## src/rtl/tl_ul_arbiter.sv

```systemverilog
// Two-master TL-UL arbiter: round-robin A-channel grant with burst lock,
// source-bit D-channel routing and per-master outstanding request counters.
module tl_ul_arbiter #(
    parameter int unsigned BEAT_BYTES   = 4,
    parameter int unsigned MAX_INFLIGHT = 4
) (
    input  logic                      clock,
    input  logic                      reset_n,

    input  logic                      m0_a_valid,
    output logic                      m0_a_ready,
    input  logic [2:0]                m0_a_opcode,
    input  logic [2:0]                m0_a_param,
    input  logic [2:0]                m0_a_size,
    input  logic [3:0]                m0_a_source,
    input  logic [31:0]               m0_a_address,
    input  logic [BEAT_BYTES-1:0]     m0_a_mask,
    input  logic [8*BEAT_BYTES-1:0]   m0_a_data,

    input  logic                      m1_a_valid,
    output logic                      m1_a_ready,
    input  logic [2:0]                m1_a_opcode,
    input  logic [2:0]                m1_a_param,
    input  logic [2:0]                m1_a_size,
    input  logic [3:0]                m1_a_source,
    input  logic [31:0]               m1_a_address,
    input  logic [BEAT_BYTES-1:0]     m1_a_mask,
    input  logic [8*BEAT_BYTES-1:0]   m1_a_data,

    output logic                      out_a_valid,
    input  logic                      out_a_ready,
    output logic [2:0]                out_a_opcode,
    output logic [2:0]                out_a_param,
    output logic [2:0]                out_a_size,
    output logic [4:0]                out_a_source,
    output logic [31:0]               out_a_address,
    output logic [BEAT_BYTES-1:0]     out_a_mask,
    output logic [8*BEAT_BYTES-1:0]   out_a_data,

    input  logic                      out_d_valid,
    output logic                      out_d_ready,
    input  logic [2:0]                out_d_opcode,
    input  logic [1:0]                out_d_param,
    input  logic [2:0]                out_d_size,
    input  logic [4:0]                out_d_source,
    input  logic                      out_d_sink,
    input  logic                      out_d_denied,
    input  logic                      out_d_corrupt,
    input  logic [8*BEAT_BYTES-1:0]   out_d_data,

    output logic                      m0_d_valid,
    input  logic                      m0_d_ready,
    output logic [2:0]                m0_d_opcode,
    output logic [1:0]                m0_d_param,
    output logic [2:0]                m0_d_size,
    output logic [3:0]                m0_d_source,
    output logic                      m0_d_sink,
    output logic                      m0_d_denied,
    output logic                      m0_d_corrupt,
    output logic [8*BEAT_BYTES-1:0]   m0_d_data,

    output logic                      m1_d_valid,
    input  logic                      m1_d_ready,
    output logic [2:0]                m1_d_opcode,
    output logic [1:0]                m1_d_param,
    output logic [2:0]                m1_d_size,
    output logic [3:0]                m1_d_source,
    output logic                      m1_d_sink,
    output logic                      m1_d_denied,
    output logic                      m1_d_corrupt,
    output logic [8*BEAT_BYTES-1:0]   m1_d_data,

    output logic [2:0]                inflight0,
    output logic [2:0]                inflight1,
    output logic                      busy
);

    localparam int unsigned CW      = 8;
    localparam int unsigned BLG     = $clog2(BEAT_BYTES);
    localparam logic [2:0]  MAX_CNT = 3'(MAX_INFLIGHT);

    typedef enum logic {S_IDLE = 1'b0, S_LOCKED = 1'b1} state_t;

    state_t        r_state, w_state_nxt;
    logic          r_gnt, w_gnt_nxt;
    logic [CW-1:0] r_a_cnt, w_a_cnt_nxt;
    logic [CW-1:0] r_d_cnt;
    logic          r_rr, r_pend, r_pend_idx;
    logic [2:0]    r_inflight0, r_inflight1;

    logic w_elig0, w_elig1, w_idx, w_grant_ok;
    logic w_a_fire, w_a_first, w_a_multi;
    logic w_d_to1, w_d_fire, w_d_multi, w_d_last;

    function automatic logic [CW-1:0] f_bytes(input logic [2:0] size);
        return CW'(1) << size;
    endfunction

    function automatic logic [2:0] f_count(input logic [2:0] cnt, input logic inc, input logic dec);
        if (inc && !dec && cnt != MAX_CNT) return cnt + 3'd1;
        if (dec && !inc && cnt != 3'd0)     return cnt - 3'd1;
        return cnt;
    endfunction

    assign w_elig0 = m0_a_valid && (r_inflight0 < MAX_CNT);
    assign w_elig1 = m1_a_valid && (r_inflight1 < MAX_CNT);

    // A pending (valid, not yet fired) grant is frozen so the beat stays stable.
    always_comb begin
        w_idx      = 1'b0;
        w_grant_ok = 1'b0;
        if (r_state == S_LOCKED) begin
            w_idx      = r_gnt;
            w_grant_ok = 1'b1;
        end else if (r_pend) begin
            w_idx      = r_pend_idx;
            w_grant_ok = 1'b1;
        end else begin
            w_idx      = (w_elig0 && w_elig1) ? r_rr : w_elig1;
            w_grant_ok = w_elig0 | w_elig1;
        end
    end

    assign out_a_valid   = reset_n & w_grant_ok & (w_idx ? m1_a_valid : m0_a_valid);
    assign out_a_opcode  = w_idx ? m1_a_opcode  : m0_a_opcode;
    assign out_a_param   = w_idx ? m1_a_param   : m0_a_param;
    assign out_a_size    = w_idx ? m1_a_size    : m0_a_size;
    assign out_a_source  = {w_idx, (w_idx ? m1_a_source : m0_a_source)};
    assign out_a_address = w_idx ? m1_a_address : m0_a_address;
    assign out_a_mask    = w_idx ? m1_a_mask    : m0_a_mask;
    assign out_a_data    = w_idx ? m1_a_data    : m0_a_data;
    assign m0_a_ready    = reset_n & w_grant_ok & ~w_idx & out_a_ready;
    assign m1_a_ready    = reset_n & w_grant_ok &  w_idx & out_a_ready;

    assign w_a_fire  = out_a_valid & out_a_ready;
    assign w_a_first = w_a_fire & (r_state == S_IDLE);
    assign w_a_multi = ((out_a_opcode == 3'd0) || (out_a_opcode == 3'd1)) &&
                       (f_bytes(out_a_size) > CW'(BEAT_BYTES));

    always_ff @(posedge clock) begin
        if (!reset_n) begin
            r_state <= S_IDLE;
            r_gnt   <= 1'b0;
            r_a_cnt <= '0;
        end else begin
            r_state <= w_state_nxt;
            r_gnt   <= w_gnt_nxt;
            r_a_cnt <= w_a_cnt_nxt;
        end
    end

    always_comb begin
        w_state_nxt = r_state;
        w_gnt_nxt   = r_gnt;
        w_a_cnt_nxt = r_a_cnt;
        case (r_state)
            S_IDLE: begin
                if (w_a_first && w_a_multi) begin
                    w_state_nxt = S_LOCKED;
                    w_gnt_nxt   = w_idx;
                    w_a_cnt_nxt = (f_bytes(out_a_size) >> BLG) - CW'(1);
                end
            end
            S_LOCKED: begin
                if (w_a_fire) begin
                    w_a_cnt_nxt = r_a_cnt - CW'(1);
                    if (r_a_cnt == CW'(1)) w_state_nxt = S_IDLE;
                end
            end
            default: w_state_nxt = S_IDLE;
        endcase
    end

    always_ff @(posedge clock) begin
        if (!reset_n) begin
            r_rr       <= 1'b0;
            r_pend     <= 1'b0;
            r_pend_idx <= 1'b0;
        end else begin
            if (w_a_first) r_rr <= ~w_idx;
            r_pend     <= (r_state == S_IDLE) && out_a_valid && !out_a_ready;
            r_pend_idx <= w_idx;
        end
    end

    // D routing is per beat; the counter only locates the last beat.
    assign w_d_to1      = out_d_source[4];
    assign m0_d_valid   = reset_n & out_d_valid & ~w_d_to1;
    assign m1_d_valid   = reset_n & out_d_valid &  w_d_to1;
    assign out_d_ready  = reset_n & (w_d_to1 ? m1_d_ready : m0_d_ready);
    assign m0_d_opcode  = out_d_opcode;
    assign m0_d_param   = out_d_param;
    assign m0_d_size    = out_d_size;
    assign m0_d_source  = out_d_source[3:0];
    assign m0_d_sink    = out_d_sink;
    assign m0_d_denied  = out_d_denied;
    assign m0_d_corrupt = out_d_corrupt;
    assign m0_d_data    = out_d_data;
    assign m1_d_opcode  = out_d_opcode;
    assign m1_d_param   = out_d_param;
    assign m1_d_size    = out_d_size;
    assign m1_d_source  = out_d_source[3:0];
    assign m1_d_sink    = out_d_sink;
    assign m1_d_denied  = out_d_denied;
    assign m1_d_corrupt = out_d_corrupt;
    assign m1_d_data    = out_d_data;

    assign w_d_fire  = out_d_valid & out_d_ready;
    assign w_d_multi = (out_d_opcode == 3'd1) && (f_bytes(out_d_size) > CW'(BEAT_BYTES));
    assign w_d_last  = w_d_fire & ((r_d_cnt == '0) ? ~w_d_multi : (r_d_cnt == CW'(1)));

    always_ff @(posedge clock) begin
        if (!reset_n) begin
            r_d_cnt <= '0;
        end else if (w_d_fire) begin
            if (r_d_cnt == '0) begin
                if (w_d_multi) r_d_cnt <= (f_bytes(out_d_size) >> BLG) - CW'(1);
            end else begin
                r_d_cnt <= r_d_cnt - CW'(1);
            end
        end
    end

    always_ff @(posedge clock) begin
        if (!reset_n) begin
            r_inflight0 <= 3'd0;
            r_inflight1 <= 3'd0;
        end else begin
            r_inflight0 <= f_count(r_inflight0, w_a_first & ~w_idx, w_d_last & ~w_d_to1);
            r_inflight1 <= f_count(r_inflight1, w_a_first &  w_idx, w_d_last &  w_d_to1);
        end
    end

    assign inflight0 = r_inflight0;
    assign inflight1 = r_inflight1;
    assign busy      = (r_state == S_LOCKED) | (r_inflight0 != 3'd0) | (r_inflight1 != 3'd0);

endmodule

```

## config.mk

```make
export PLATFORM = sky130hd
export DESIGN_NAME = tl_ul_arbiter
export DESIGN_NICKNAME = d
export VERILOG_FILES = /design/src/rtl/tl_ul_arbiter.sv
export SDC_FILE = /design/constraint.sdc
export NUM_CORES = 1
export LEC_CHECK = 0
export BUFFER_PORTS_ARGS = -buffer_cell sky130_fd_sc_hd__buf_2
export CAP_MARGIN = 20
export CORE_AREA = 5 5 157 159
export DETAILED_ROUTE_END_ITERATION = 8
export DIE_AREA = 0 0 162 164
export PLACE_DENSITY = 0.53
export SLEW_MARGIN = 20
export SYNTH_ARGS = -nofsm -noshare
export SYNTH_HDL_FRONTEND = slang
export SYNTH_SLANG_ARGS = --single-unit
```

## constraint.sdc

```tcl
create_clock -name clock -period 3.55 [get_ports clock]
set_clock_uncertainty 0.2 [all_clocks]
set_input_delay 0.1775 -clock clock [delete_from_list [all_inputs] [get_ports clock]]
set_output_delay 0.1775 -clock clock [all_outputs]
set_load 0.02 [all_outputs]
```

==> impl_results.md, run 1 <==
- DRT Wirelength: 17900 µm
- Post-synth ARST share: 0
- Synth area leaders: nand2_1, buf_4, dfxtp_1
- Clock transition at path regs: 0.07 ns
- Die height: 164 µm
- Max VDD drop: 0.151 mV
- Post-route ant nets: 0
- Status: finished, final reports clean
- Layout overhead on the synthesized area: 28.8%
- Initial antenna violation count: 5
- Clock buffer depth: 2
- Endpoint, Worst Hold: m0_d_data[26]
- CTS Buf Count: 3
- Pre-CTS setup slack: 0.0660 ns
- Clock Sinks: 27
- Syn Area/Cell: 6.10 µm²
- Global-route wire length before repair: 24700 µm
- Clk root buf: clkbuf_16
- Worst path cell trace: or3b_4, o21ai_1, nand2_4, o31ai_1, nand2_1, ha_1, o2111ai_1, nand3_2, o21ba_2, o22ai_1
- First-pass detailed-route iteration total: 4
- Ant diodes: 0
- CP Class: reg -> reg
- CTS tree: built
- Period utilization: 0.939
- Syn nets: 874
- Final WS setup: 0.215 ns
- Seq/Total Area, Yosys: 0.139
- Post-synth cell types: 63
- Max Clk Rate: 0.300 GHz
- Row Count: 56
- Iter 0 DRT Violations: 299
- Routed len/inst: 16.2 µm
- Critical path capture point type: register
- Total GRT Usage: 0.119
- Pwr Density: 268 nW/µm²
- Worst skew pair latency: 0.27 ns
- Final hold vios: 0
- Post-synth EDFFs: 0
- CTS H-tree lvls: 1
- Post-synth top flop: dfxtp_1
- Req. time, crit path: 3.49 ns
- Reg2reg path depth: 10
- Crit-path leading delay family: compound AO/OA/AOI/OAI gates
- Routability cong.: 0.810
- Final setup viols: 0
- Pleak: 2.77 nW
- Critical path arrival: 3.28 ns
- Fin. max-slew vios: 0
- Post-synth top cells: nand2_1, buf_4, dfxtp_1, nor2_1, clkbuf_1
- DR vias/cell: 4.19
- Critical Path Stages: 10
- Crit path max-delay cell type: o31ai_1
- Starting Density: 0.169
- Largest net degree at the start of global routing: 67
- Ys Warns: 0
- Most numerous cell in the Yosys netlist: nand2_1
- Final Critical Period: 3.33 ns
- Hold Crit Start: out_d_data[26]
- Tightest Pin Transition: 0.691 ns
- Maxcap violations: 0
- Rel. slew slack: 0.539
- Final TNS setup: 0 ns
- Die width: 162 µm
- Core region area: 23100 µm²
- Area leader, netlist: nand2_1
- Reg2Reg Capture Point: r_a_cnt[3]
- Drc violations: 0
- IO Count: 407
- Max FO, Critical Path: 22
- Hold depth: 0
- Share of cells above drive strength 1: 0.381
- Die area: 26600 µm²
- Crit start category: register
- Final #Nets: 1049
- Cells after Synth: 640
- CP startpoint: r_pend
- Port-buffer cells: 283
- RSZ-0062 raised after global routing: no
- R2r startpoint: r_pend
- Post-Syn Area: 3900 µm²
- Vias in the first global route: 4205
- Worst R2R Setup Slack: 0.22 ns
- Crit-path max cell delay: 0.41 ns
- Top-area cell type share of the netlist area: 0.249
- CP Buf/Inv Count: 0
- Post-synthesis register bit count: 27
- Hold/Removal Path Class: in -> out
- Post-CTS Setup Bufs: 0
- Post-DP HPWL: 15400 µm
- Layout fillers: 2667
- Vias: 4625
- Total gr overflow: 0
sequential cells by signal, indices dropped and copies added, names as in the netlist:
| signal | count |
|---|---|
| r_a_cnt | 8 |
| r_d_cnt | 8 |
| inflight0 | 3 |
| inflight1 | 3 |
| r_gnt | 1 |
| r_pend | 1 |
| r_pend_idx | 1 |
| r_rr | 1 |
| r_state | 1 |
logic make-up (layout without fill, tap and decap cells):
logic type	count (synthesis)	after routing	share of synthesized area
xor gates and xnor gates	6	6	0.0135
DFF	27	27	0.139
buffers and inverters	144	318	0.233
and+or+nand+nor	363	363	0.405
muxes	8	8	0.0237
AOI/OAI and AO/OA	76	76	0.135
adders and majority gates	16	16	0.0513
final cells by class:
class / instances / area (µm²) / share of cell area
sequential: 27 / 541 / 0.108
clock buffer: 3 / 75.1 / 0.0149
inverter: 20 / 75.1 / 0.0149
tap: 290 / 363 / 0.0722
clock inverter: 1 / 5.00 / 0.000996
timing repair buffer: 294 / 1500 / 0.299
multi-input combinational: 469 / 2470 / 0.491
metrics by stage:
step           hold WS, ns  instance area, µm²  power, mW  utilization  std cells
2_1_floorplan       0.0562                3900      0.917            -        640
3_3_place_gp         0.155                4930       1.09        0.213       1099
3_5_place_dp         0.155                4930       1.10        0.213       1099
4_1_cts              0.155                5020       1.37        0.217       1104
5_1_grt              0.155                5030       1.45        0.217       1104
6_report             0.155                5030       1.35        0.217       1104
how the worst max path moves through the flow:
stage                 end  slack (ns)
6_report       r_a_cnt[3]        0.22
5_1_grt        r_a_cnt[3]        0.02
2_1_floorplan  r_a_cnt[6]        0.20
3_3_place_gp   r_a_cnt[3]        0.14
4_1_cts        r_a_cnt[3]        0.04
3_5_place_dp   r_a_cnt[3]        0.07
cell usage in the layout (no fill, tap or decap), types with 2 or more instances in the layout:
cell       count
buf_2        283
nand2_1      258
nor2_1        27
dfxtp_1       27
inv_1         18
a21oi_1       17
ha_1          16
o21ai_0       14
nand3_1       10
nor3_1        10
buf_4         10
or3_1          9
nand2b_1       8
mux2i_1        7
o31ai_1        5
nor2b_1        5
and2_1         5
o22ai_1        5
a31oi_1        5
nand4_1        4
nor3b_1        3
or4_1          3
nor4_1         3
xor2_1         3
nor4b_1        3
a211oi_1       3
xnor2_1        3
clkbuf_16      3
o21ai_1        2
and3_1         2
a2bb2oi_1      2
nand4b_1       2
a41o_1         2
or4b_1         2
o311a_1        2
a32o_1         2
a22oi_1        2
routing by layer:
layer  global-route usage  vias up  wire length, µm
met1                0.148     2026             7020
met5                    0        -               54
met4               0.0269       10              335
met3               0.0720       48             2480
li1                     -     2354                -
met2                0.174      187             7970
what timing repair did:
| item | 4_1_cts | 5_1_grt |
|---|---|---|
| gates resized for setup | 0 | 1 |
| hold buffers | 1 | 0 |
| endpoints found under the hold margin | 1 | 0 |
| endpoints found under the setup margin | 0 | 7 |
worst reg2reg max path, stage by stage (launching register included):
cell and delay, ns:
dfxtp_1 0.34, or3b_4 0.39, o21ai_1 0.30, nand2_4 0.24
o31ai_1 0.41, nand2_1 0.11, ha_1 0.28, o2111ai_1 0.25
nand3_2 0.29, o21ba_2 0.34, o22ai_1 0.06
where the power goes:
group	switching (mW)	internal [mW]	leakage, nW
sequential	0.00977	0.313	0.218
clock	0.113	0.152	0.0409
combinational	0.487	0.272	2.51
total	0.610	0.737	2.77
No activity file was read; power rests on OpenSTA's default activity.
==> run 2, diff against run 1 <==
Settings changed: CORE_AREA 5 5 157 159 to 3 3 155 157, DIE_AREA 0 0 162 164 to 0 0 158 160.
==> impl_results.md, run 2 (synthesis gave the netlist of run 1 again) <==
- Status: finished, final reports clean (unchanged)
- Rel. slew slack: 0.501 (was 0.539)
- Met1 usage: 0.162 (was 0.148)
- Post-route ant nets: 0 (unchanged)
- Drc violations: 0 (unchanged)
- Max FO, Critical Path: 13 (was 22)
- Ant diodes: 0 (unchanged)
- Clock transition at path regs: 0.07 ns (about the same)
- Port-buffer cells: 283 (unchanged)
- CP Class: reg -> reg (unchanged)
- M3 GR Usage: 0.0607 (was 0.0720)
- Fin. max-slew vios: 0 (unchanged)
- R2r startpoint: inflight1[2] (was r_pend)
- Worst skew pair latency: 0.26 ns (was 0.27 ns)
- CTS Buf Count: 3 (unchanged)
- Starting Density: 0.172 (was 0.169)
- DR vias/cell: 4.21 (was 4.19)
- Maxcap violations: 0 (unchanged)
- Pwr Density: 269 nW/µm² (was 268 nW/µm²)
- Vias: 4623 (was 4625)
- Finished Cell Area: 5010 µm² (was 5030 µm²)
- CP startpoint: inflight1[2] (was r_pend)
- Final setup viols: 0 (unchanged)
- Row Count: 55 (was 56)
- First-pass detailed-route iteration total: 5 (was 4)
- Vias in the first global route: 4352 (was 4205)
- Tightest Pin Transition: 0.748 ns (was 0.691 ns)
- Most common cell after layout, fill and taps aside: buf_2 (unchanged)
- Final Critical Period: 3.30 ns (was 3.33 ns)
- Initial antenna violation count: 6 (was 5)
- Total gr overflow: 0 (unchanged)
- Clock Sinks: 27 (unchanged)
- CTS tree: built (unchanged)
- Die width: 158 µm (was 162 µm)
- Worst R2R Setup Slack: 0.25 ns (was 0.22 ns)
- Routed len/inst: 16.3 µm (was 16.2 µm)
- Placement-stage cell area: 4920 µm² (was 4930 µm²)
- Period utilization: 0.929 (was 0.939)
- Hold/Removal Path Class: in -> out (unchanged)
- Leading cell types in the layout, fill and taps excluded: buf_2, nand2_1, nor2_1, dfxtp_1, inv_1 (unchanged)
- Max VDD drop: 0.218 mV (was 0.151 mV)
- Final WS setup: 0.251 ns (was 0.215 ns)
- Crit path max-delay cell type: or3b_4 (was o31ai_1)
- Final hold vios: 0 (unchanged)
- Die height: 160 µm (was 164 µm)
- Pleak: 2.76 nW (was 2.77 nW)
- Max Clk Rate: 0.303 GHz (was 0.300 GHz)
- Share of cells above drive strength 1: 0.378 (was 0.381)
- Global routing usage on met2: 0.199 (was 0.174)
- Die area: 25300 µm² (was 26600 µm²)
- Critical path capture point type: register (unchanged)
- Final TNS setup: 0 ns (unchanged)
- Total GRT Usage: 0.129 (was 0.119)
- IO Count: 407 (unchanged)
- Req. time, crit path: 3.48 ns (was 3.49 ns)
- Final #Nets: 1048 (was 1049)
- DRT Wirelength: 17900 µm (about the same)
- Global-route wire length before repair: 25400 µm (was 24700 µm)
- Critical path arrival: 3.23 ns (was 3.28 ns)
- Top Registers: r_a_cnt x8, r_d_cnt x8 (unchanged)
- Pwr Total: 1.34 mW (was 1.35 mW)
- Worst path cell trace: or3b_4, o21ai_1, nand2_4, o31ai_1, nand2_1, ha_1, o2111ai_1, nand3_1, o21ba_2, o22ai_1 (was or3b_4, o21ai_1, nand2_4, o31ai_1, nand2_1, ha_1, o2111ai_1, nand3_2, o21ba_2, o22ai_1)
- CTS H-tree lvls: 1 (unchanged)
- Clk root buf: clkbuf_16 (unchanged)
- Iter 0 DRT Violations: 319 (was 299)
- Crit-path max cell delay: 0.41 ns (about the same)
- CP Capture Point: r_a_cnt[3] (unchanged)
- GRT busiest layer: met2 (unchanged)
- Reg2reg path depth: 10 (unchanged)
- Routability cong.: 0.857 (was 0.810)
- Post-CTS Setup Bufs: 0 (unchanged)
- Reg2Reg Capture Point: r_a_cnt[3] (unchanged)
- Pre-CTS setup slack: 0.286 ns (was 0.0660 ns)
- Layout overhead on the synthesized area: 28.3% (was 28.8%)
- Post-layout util: 0.221 (was 0.217)
- Largest net degree at the start of global routing: 73 (was 67)
- Clock buffer depth: 2 (unchanged)
- Core region area: 22600 µm² (was 23100 µm²)
- RSZ-0062 raised after global routing: no (unchanged)
- Crit start category: register (unchanged)
- Post-DP HPWL: 15400 µm (about the same)
## run 2: per-stage QoR
stage               cells  hold WS (ns)
finish               1098         0.155
global route         1098         0.155
CTS                  1098         0.155
detailed placement   1093         0.155
global placement     1093         0.155
floorplan             640        0.0562
## run 2: how the worst min path moves through the flow
stage	slack (ns)	cells after the start	end	from
4_1_cts	0.16	0	m0_d_data[23]	out_d_data[23]
5_1_grt	0.16	0	m1_d_data[25]	out_d_data[25]
3_3_place_gp	0.16	0	m0_d_data[23]	out_d_data[23]
6_report	0.16	0	m0_d_data[1]	out_d_data[1]
3_5_place_dp	0.16	0	m0_d_data[23]	out_d_data[23]
2_1_floorplan	0.06	1	r_pend	out_a_ready
## run 2: what timing repair did
item,CTS,global route
endpoints found under the setup margin,0,0
gates resized for setup,0,0
endpoints found under the hold margin,1,0
hold buffers,1,0
## run 2: layer usage
layer,vias to the layer above,part of all wire
met5,-,0.0040
met3,49,0.12
li1,2357,-
met1,1981,0.41
met4,10,0.023
met2,226,0.44
## run 2: power by group
part	internal [mW]	leakage [nW]	switching [mW]
clock network	0.154	0.0382	0.104
logic	0.273	2.50	0.491
registers	0.313	0.218	0.00972
total	0.740	2.76	0.605
## run 2: worst max-delay path, delay by kind of cell (launching register included)
family	cells	cell delay, ns
DFF	1	0.33
adders and majority gates	1	0.27
AOI/OAI and AO/OA	5	1.32
and+or+nand+nor	4	1.03
## run 2: area by class of cell
type	instances	area, µm²
Sequential cell	27	541
Timing Repair Buffer	293	1490
Multi-Input combinational cell	469	2460
Fill cell	2618	17600
Tap cell	285	357
Clock buffer	4	78.8
Inverter	20	75.1
==> run 3, diff against run 2 <==
Settings changed: CORE_AREA 3 3 155 157 to 3 3 157 159, DIE_AREA 0 0 158 160 to 0 0 160 162, PLACE_DENSITY 0.53 to 0.52.
==> impl_results.md, run 3 (synthesis gave the netlist of run 1 again) <==
- Global-route wire length before repair: 25200 µm (was 25400 µm)
- Clock transition at path regs: 0.08 ns (was 0.07 ns)
- Crit path max-delay cell type: or3b_4 (unchanged)
- CP Buf/Inv Count: 1 (was 0)
- Final Critical Period: 3.23 ns (was 3.30 ns)
- DRT Wirelength: 18000 µm (was 17900 µm)
- Share of cells above drive strength 1: 0.379 (was 0.378)
- Hold depth: 3 (was 0)
- Final setup viols: 0 (unchanged)
- Routed len/inst: 15.9 µm (was 16.3 µm)
- Vias: 4664 (was 4623)
- GRT busiest layer: met2 (unchanged)
- Rel. slew slack: 0.593 (was 0.501)
- Reg2Reg Capture Point: r_a_cnt[0] (was r_a_cnt[3])
- R2r startpoint: r_pend (was inflight1[2])
- Initial antenna violation count: 6 (unchanged)
- Die height: 162 µm (was 160 µm)
- Hold slack: 0.131 ns (was 0.155 ns)
- Max Clk Rate: 0.310 GHz (was 0.303 GHz)
- First-pass detailed-route iteration total: 5 (unchanged)
- Total gr overflow: 0 (unchanged)
- Status: finished, final reports clean (unchanged)
- Worst skew pair latency: 0.26 ns (about the same)
- Fin. max-slew vios: 0 (unchanged)
- M3 GR Usage: 0.0587 (was 0.0607)
- Row Count: 56 (was 55)
- Hold Crit Start: reset_n (was out_d_data[1])
- Finished Cell Area: 5050 µm² (was 5010 µm²)
- CTS Buf Count: 3 (unchanged)
- Largest net degree at the start of global routing: 59 (was 73)
- Die width: 160 µm (was 158 µm)
- Ant diodes: 0 (unchanged)
- Final hold vios: 0 (unchanged)
- Iter 0 DRT Violations: 202 (was 319)
- Final #Nets: 1048 (unchanged)
- Die area: 25900 µm² (was 25300 µm²)
- Critical path arrival: 3.17 ns (was 3.23 ns)
- Met1 usage: 0.150 (was 0.162)
- Drc violations: 0 (unchanged)
- CTS H-tree lvls: 1 (unchanged)
- IO Count: 407 (unchanged)
- Post-DP HPWL: 15600 µm (was 15400 µm)
- Worst R2R Setup Slack: 0.32 ns (was 0.25 ns)
- Pre-CTS setup slack: 0.321 ns (was 0.286 ns)
- Reg2reg path depth: 11 (was 10)
- Clock Sinks: 27 (unchanged)
- Crit-path leading delay family: compound AO/OA/AOI/OAI gates (unchanged)
- Placement-stage cell area: 4960 µm² (was 4920 µm²)
- Core region area: 23400 µm² (was 22600 µm²)
- Routability cong.: 0.870 (was 0.857)
- Max VDD drop: 0.172 mV (was 0.218 mV)
- Most common cell after layout, fill and taps aside: buf_2 (unchanged)
- Pleak: 2.76 nW (about the same)
- Endpoint, Worst Hold: inflight0[1] (was m0_d_data[1])
- Leading cell types in the layout, fill and taps excluded: buf_2, nand2_1, nor2_1, dfxtp_1, inv_1 (unchanged)
- CTS tree: built (unchanged)
- Hold/Removal Path Class: in -> reg (was in -> out)
- Maxcap violations: 0 (unchanged)
- Critical path capture point type: register (unchanged)
- Crit start category: register (unchanged)
- Global routing usage on met2: 0.205 (was 0.199)
- Vias in the first global route: 4198 (was 4352)
- Pwr Density: 270 nW/µm² (was 269 nW/µm²)
- Top Registers: r_a_cnt x8, r_d_cnt x8 (unchanged)
- Clk root buf: clkbuf_16 (unchanged)
- Tightest Pin Transition: 0.605 ns (was 0.748 ns)
- Total GRT Usage: 0.124 (was 0.129)
- Final TNS setup: 0 ns (unchanged)
- CP Class: reg -> reg (unchanged)
- Layout overhead on the synthesized area: 29.5% (was 28.3%)
- DR vias/cell: 4.12 (was 4.21)
- Crit-path max cell delay: 0.39 ns (was 0.41 ns)
- Starting Density: 0.167 (was 0.172)
- Post-route ant nets: 0 (unchanged)
- Period utilization: 0.909 (was 0.929)
- Final WS setup: 0.324 ns (was 0.251 ns)
- Req. time, crit path: 3.49 ns (was 3.48 ns)
- Layout fillers: 2757 (was 2618)
- Multi-input combinational cell area: 2460 µm² (unchanged)
- Clock buffer depth: 2 (unchanged)
- Worst path cell trace: or3b_4, o21ai_1, nand2_4, inv_2, mux2i_1, nand2_1, ha_1, o2111ai_1, nand3_1, o31ai_1, a21oi_1 (was or3b_4, o21ai_1, nand2_4, o31ai_1, nand2_1, ha_1, o2111ai_1, nand3_1, o21ba_2, o22ai_1)
- Reg area: 541 µm² (unchanged)
- Port-buffer cells: 283 (unchanged)
- Max FO, Critical Path: 13 (unchanged)
- Pwr Total: 1.36 mW (was 1.34 mW)
- RSZ-0062 raised after global routing: no (unchanged)
==> run 3: cell type report <==
cell class              instances  share of cell area
clock buffers                   3              0.0149
clock inverters                 1             0.00149
inverters                      20              0.0149
multi-input cells             469               0.487
flip-flops and latches         27               0.107
well taps                     319              0.0790
repair buffers                293               0.296
==> run 3: how the worst max path moves through the flow <==
stage                             from  cells after the start  slack [ns]         end
after global routing            r_pend                     10        0.04  r_a_cnt[0]
after floorplan           inflight1[2]                     14        0.20  r_a_cnt[6]
after CTS                       r_pend                     11        0.33  r_a_cnt[0]
after global placement      m1_a_valid                     11        0.32  r_a_cnt[0]
after detailed placement    m1_a_valid                     12        0.32  r_a_cnt[3]
final                           r_pend                     11        0.32  r_a_cnt[0]
==> run 3: layer usage <==
| layer | wire length (µm) | up-vias |
|---|---|---|
| li1 | - | 2360 |
| met1 | 7180 | 2077 |
| met2 | 8520 | 185 |
| met3 | 2030 | 30 |
| met4 | 149 | 12 |
| met5 | 82 | - |
==> run 3: worst reg2reg max path, stage by stage, from the launching register on <==
cell,delay (ns)
dfxtp_1,0.33
or3b_4,0.39
o21ai_1,0.32
nand2_4,0.10
inv_2,0.09
mux2i_1,0.27
nand2_1,0.09
ha_1,0.27
o2111ai_1,0.22
nand3_1,0.39
o31ai_1,0.39
a21oi_1,0.06
==> run 3: where the power goes <==
| part | total (mW) | leakage, nW | internal, mW | switching, mW |
|---|---|---|---|---|
| registers | 0.322 | 0.218 | 0.313 | 0.00944 |
| clock network | 0.270 | 0.0371 | 0.153 | 0.116 |
| logic | 0.770 | 2.50 | 0.272 | 0.498 |
==> run 3: repair_timing <==
action,4_1_cts,5_1_grt
gates resized for setup,0,0
hold buffers,1,0
hold endpoints to repair,1,0
setup buffers,0,0
==> run 3: metrics by stage <==
stage                     cells  utilization
after floorplan             640            -
after global placement     1127        0.212
after detailed placement   1127        0.212
after CTS                  1132        0.216
after global routing       1132        0.216
final                      1132        0.216
